$ cat config.mk
export PLATFORM = sky130hd
export DESIGN_NAME = alu_result_stage
export DESIGN_NICKNAME = d
export VERILOG_FILES = /design/src/rtl/alu_result_stage.sv
export SDC_FILE = /design/constraint.sdc
export NUM_CORES = 1
export LEC_CHECK = 0
export ABC_CLOCK_PERIOD_IN_PS = 1800
export CAP_MARGIN = 20
export CORE_MARGIN = 3
export CORE_UTILIZATION = 40
export CTS_CLUSTER_SIZE = 8
export DETAILED_ROUTE_END_ITERATION = 12
export HOLD_SLACK_MARGIN = 0.03
export PLACE_DENSITY = 0.67
export SLEW_MARGIN = 20
export SYNTH_ARGS = -nofsm -noshare
export SYNTH_HDL_FRONTEND = slang
export SYNTH_SLANG_ARGS = --single-unit
$ cat constraint.sdc
create_clock -name clk -period 1.8 [get_ports clk]
set_input_delay 0.36 -clock clk [delete_from_list [all_inputs] [get_ports clk]]
set_output_delay 0.36 -clock clk [all_outputs]
set_load 0.01 [all_outputs]
$ cat src/rtl/alu_result_stage.sv
// alu_result_stage: registered output stage behind the ALU result mux.
// Captures {data, sel, carry} plus derived zero/negative flags into a
// 2-entry skid FIFO with a valid/ready handshake, and counts pops.
// Optional feature: define ALU_RESULT_PARITY_EN to add out_parity
// (even parity of the head data, stored per entry at push time).
//
// state | meaning
// ------+------------------------------------------------
// EMPTY | no entries held, out_valid=0, head regs cleared
// ONE   | head entry valid, second slot free
// FULL  | head and second entry valid, in_ready=0
module alu_result_stage #(
  parameter int W     = 8,
  parameter int CNT_W = 8
) (
  input  logic             clk,
  input  logic             rst_n,
  input  logic             in_valid,
  output logic             in_ready,
  input  logic [W-1:0]     in_data,
  input  logic [1:0]       in_sel,
  input  logic             in_carry,
  output logic             out_valid,
  input  logic             out_ready,
  output logic [W-1:0]     out_data,
  output logic [1:0]       out_sel,
  output logic             out_zero,
  output logic             out_neg,
  output logic             out_carry,
  output logic [CNT_W-1:0] xfer_count
`ifdef ALU_RESULT_PARITY_EN
  ,
  output logic             out_parity
`endif
);

  typedef enum logic [1:0] {
    EMPTY = 2'd0,
    ONE   = 2'd1,
    FULL  = 2'd2
  } state_t;

  state_t state, state_nxt;

  logic         push, pop;
  logic         head_ld_in, head_ld_e1, head_clr, e1_ld, e1_clr;
  logic         in_zero, in_neg;

  logic [W-1:0] h_data, e1_data;
  logic [1:0]   h_sel, e1_sel;
  logic         h_carry, e1_carry;
  logic         h_zero, e1_zero;
  logic         h_neg, e1_neg;
`ifdef ALU_RESULT_PARITY_EN
  logic         in_par;
  logic         h_par, e1_par;
`endif

  // Handshake and flag derivation; in_ready depends on the state register only
  assign in_ready  = (state != FULL);
  assign out_valid = (state != EMPTY);
  assign push      = in_valid & in_ready;
  assign pop       = out_valid & out_ready;
  assign in_zero   = (in_data == '0);
  assign in_neg    = in_data[W-1];
`ifdef ALU_RESULT_PARITY_EN
  assign in_par    = ^in_data;
`endif

  // Occupancy state register
  always_ff @(posedge clk or negedge rst_n) begin
    if (!rst_n) state <= EMPTY;
    else        state <= state_nxt;
  end

  // Next-state and storage-control decode
  always_comb begin
    state_nxt  = state;
    head_ld_in = 1'b0;
    head_ld_e1 = 1'b0;
    head_clr   = 1'b0;
    e1_ld      = 1'b0;
    e1_clr     = 1'b0;
    case (state)
      EMPTY: begin
        if (push) begin
          head_ld_in = 1'b1;
          state_nxt  = ONE;
        end
      end
      ONE: begin
        if (push && pop) begin
          // old head leaves, new entry becomes head
          head_ld_in = 1'b1;
        end else if (push) begin
          e1_ld     = 1'b1;
          state_nxt = FULL;
        end else if (pop) begin
          // clear head so flags read 0 while empty
          head_clr  = 1'b1;
          state_nxt = EMPTY;
        end
      end
      FULL: begin
        if (pop) begin
          head_ld_e1 = 1'b1;
          e1_clr     = 1'b1;
          state_nxt  = ONE;
        end
      end
      default: state_nxt = EMPTY;
    endcase
  end

  // Head entry: loaded from input, promoted from second entry, or cleared
  always_ff @(posedge clk or negedge rst_n) begin
    if (!rst_n) begin
      h_data  <= '0;
      h_sel   <= '0;
      h_carry <= 1'b0;
      h_zero  <= 1'b0;
      h_neg   <= 1'b0;
    end else if (head_ld_in) begin
      h_data  <= in_data;
      h_sel   <= in_sel;
      h_carry <= in_carry;
      h_zero  <= in_zero;
      h_neg   <= in_neg;
    end else if (head_ld_e1) begin
      h_data  <= e1_data;
      h_sel   <= e1_sel;
      h_carry <= e1_carry;
      h_zero  <= e1_zero;
      h_neg   <= e1_neg;
    end else if (head_clr) begin
      h_data  <= '0;
      h_sel   <= '0;
      h_carry <= 1'b0;
      h_zero  <= 1'b0;
      h_neg   <= 1'b0;
    end
  end

  // Second (skid) entry
  always_ff @(posedge clk or negedge rst_n) begin
    if (!rst_n) begin
      e1_data  <= '0;
      e1_sel   <= '0;
      e1_carry <= 1'b0;
      e1_zero  <= 1'b0;
      e1_neg   <= 1'b0;
    end else if (e1_ld) begin
      e1_data  <= in_data;
      e1_sel   <= in_sel;
      e1_carry <= in_carry;
      e1_zero  <= in_zero;
      e1_neg   <= in_neg;
    end else if (e1_clr) begin
      e1_data  <= '0;
      e1_sel   <= '0;
      e1_carry <= 1'b0;
      e1_zero  <= 1'b0;
      e1_neg   <= 1'b0;
    end
  end

`ifdef ALU_RESULT_PARITY_EN
  // Parity bit per entry, tracking the same load/promote/clear controls
  always_ff @(posedge clk or negedge rst_n) begin
    if (!rst_n) begin
      h_par  <= 1'b0;
      e1_par <= 1'b0;
    end else begin
      if (head_ld_in)      h_par <= in_par;
      else if (head_ld_e1) h_par <= e1_par;
      else if (head_clr)   h_par <= 1'b0;
      if (e1_ld)           e1_par <= in_par;
      else if (e1_clr)     e1_par <= 1'b0;
    end
  end

  assign out_parity = h_par;
`endif

  // Pop counter, wraps modulo 2**CNT_W
  always_ff @(posedge clk or negedge rst_n) begin
    if (!rst_n)   xfer_count <= '0;
    else if (pop) xfer_count <= xfer_count + CNT_W'(1);
  end

  assign out_data  = h_data;
  assign out_sel   = h_sel;
  assign out_carry = h_carry;
  assign out_zero  = h_zero;
  assign out_neg   = h_neg;

endmodule

==> results.sh <==
export IMPL_grt_use_total_pct=17.5
export IMPL_fin_crit_sh_pct=93.9
export IMPL_chipHeight_um=67.3
export IMPL_final_antenna_net_count=0
export IMPL_worstPathArrival_ns=1.86
export IMPL_cts_buffer_depth=2
export IMPL_dp_hpwl_mm=2.30
export IMPL_diodes=0
export IMPL_p_leak_uw=0.000920
export IMPL_grt_pass1_wl_mm=5.70
export IMPL_ir_worst_vdd_mv=0.671
export IMPL_start_kind="input port"
export IMPL_drc=0
export IMPL_tightestPinTransition_ns=0.545
export IMPL_avgSynthCellArea_um2=12.3
export IMPL_setup_viol=0
export IMPL_worstPathCellList="clkdlybuf4s50_1 > buf_4 > nand3b_1 > o21a_1 > a221o_1"
export IMPL_die_area_mm2=0.00453
export IMPL_maxSlewViolCount=0
export IMPL_syn_nets=138
export IMPL_cts_made_buffers=5
export IMPL_nNetsFinal=185
export IMPL_endpoint_kind="register"
export IMPL_max_cap_violations=0
export IMPL_grt_start_max_net_pins=35
export IMPL_clock_sinks=34
export IMPL_critPathMaxStageDelay_ns=0.54
export IMPL_worstSkewPairLatency_ns=0.29
export IMPL_yosysWarningCount=0
export IMPL_netlist_area_mm2=0.00150
export IMPL_power_density_mw_per_mm2=1290
export IMPL_cts_hold_buf=0
export IMPL_worstSetupPathType="input port to register"
export IMPL_cts_root_buf="clkbuf_8"
export IMPL_cp_max_fo=12
export IMPL_ys_ff_latch=34
export IMPL_slew_headroom_pct=63.6
export IMPL_finalHoldViolations=0
export IMPL_whs_ns=0.476
export IMPL_netlist_instances=122
export IMPL_clkTransAtPathRegs_ns=0.07
export IMPL_portBuffers=37
export IMPL_placedCellCount=205
export IMPL_place_gp_congestion=0.776
export IMPL_antenna_found_initial=0
export IMPL_floorplan_initialDensity_pct=43.4
export IMPL_slowest_stage="clkdlybuf4s50_1"
export IMPL_postSynth_asyncResetShare_pct=100
export IMPL_final_min_clock_period_ns=1.69
export IMPL_cts_tree="built"
export IMPL_fin_skew_ns=0.00592
export IMPL_fp_row_count=21
export IMPL_synth_edf_count=0
export IMPL_firstDrtPassIters=4
export IMPL_area_growth_pct=37.2
export IMPL_rsz0062_at_grt="no"
export IMPL_drt_iter0_markers=48
export IMPL_ys_types=35
export IMPL_wl_per_cell_um=15.6
export IMPL_worstPathRequired_ns=1.96
export IMPL_num_vias=1145
export IMPL_grt_pass1_vias=1150
export IMPL_fin_setup_tns_ns=0
export IMPL_critPathBufInv=2
export IMPL_synth_ff_type="dfrtp_1"
export IMPL_layout_common_cells="35 x clkdlybuf4s50_1, 33 x dfrtp_1, 12 x buf_4"
export IMPL_layout_commonest_cell="clkdlybuf4s50_1"
export IMPL_timing_fmax_mhz=591
export IMPL_drive_gt1_share_pct=14.7
export IMPL_via_per_inst=5.30
export IMPL_io_pins=38
export IMPL_finalWirelength_mm=3.37
export IMPL_ys_seq_area_share_pct=56.6
export IMPL_hold_class="input port to async pin"
export IMPL_crit_family="buffers and inverters"
export IMPL_fill_cells=314
export IMPL_grt_overflow_total=0
export IMPL_die_x_um=67.3
export IMPL_h_tree_depth=2
export IMPL_outcome="completed"
export IMPL_core_area_mm2=0.00347
export IMPL_fin_cells=216
export IMPL_fin_util_pct=59.5
power by group:
part	switching (uW)	leakage, uW	total (uW)	internal, uW
clock network	285	0.0000472	593	307
registers	172	0.000425	1180	1000
logic	355	0.000448	889	534
per-layer routing:
metal  up-vias  global-route usage, %  wire length (um)
met5         -                      0                 0
met1       570                   23.9              1610
met4         0                   7.85                68
met2        22                   25.3              1520
li1        546                      -                 -
met3         7                   5.82               168
logic make-up (layout without fill, tap and decap cells):
logic type               after synthesis  after routing  synth area share, %
AO/OA/AOI/OAI                         30             30                 17.6
XOR/XNOR                               7              7                 4.08
adder cells (fa/ha/maj)                1              1                0.832
buffers and inverters                 11             59                 4.58
flip-flops                            34             34                 56.6
multiplexers                           2              2                 1.33
AND/OR/NAND/NOR                       37             37                 15.0
per-stage QoR:
stage / power [uW] / cell area (um^2) / worst slack [ns]
after floorplan: 1620 / 1500 / 0.412
after global placement: 2040 / 1940 / -0.285
after global routing: 2830 / 2060 / 0.0408
after CTS: 2680 / 2060 / 0.0156
after detailed placement: 2070 / 1940 / -0.315
final: 2660 / 2060 / 0.109
synth_stat cells (all sizes together) (2+ instances only):
cell	number	area, um^2
nor2	3	11.3
nor3	2	10.0
a22o	11	96.3
and2	11	68.8
nand2	6	22.5
o21a	2	15.0
dfrtp	34	851
nand3	2	10.0
buf	8	57.6
a221o	11	110
xnor2	4	35.0
inv	2	7.51
xor2	3	26.3
mux2i	2	20.0
nor4	3	18.8
path summary, 6_finish.rpt:
kind,slack (ns),cells after the start,start,to
min,0.48,2,rst_n,xfer_count[5]
min in group clk,0.48,1,xfer_count[7],xfer_count[7]
min reg2reg,0.48,1,xfer_count[7],xfer_count[7]
max reg2reg,0.21,5,state[0],out_data[3]
max in group asynchronous,0.99,2,rst_n,state[1]
max,0.11,5,out_ready,out_data[3]
sequential cells by signal (all words and copies together), names as in the netlist:
register and count:
out_zero 1, e1_carry 1, e1_sel 2, e1_zero 1, out_sel 2, state 2
out_carry 1, xfer_count 8, e1_data 8, out_data 8
worst register-to-register path: stages, from the launching register on:
cell,delay [ns]
dfrtp_1,0.40
buf_4,0.15
buf_4,0.14
nor2b_1,0.15
nor2_2,0.45
a221o_1,0.24
area by class of cell:
type                       instances  area, um^2  share of cell area [%]
clock buffer                       6        82.6                    4.00
clock inverter                     2        12.5                   0.606
inverter                           2        7.51                   0.364
multi-input combinational         77         589                    28.6
sequential                        34         852                    41.3
tap                               46        57.6                    2.79
timing repair buffer              49         462                    22.4
repair_timing:
item,4_1_cts,5_1_grt
buffers inserted,3,0
resized for setup,3,2
endpoints found under the setup margin,4,13
Power figures use the tool's default switching activity.
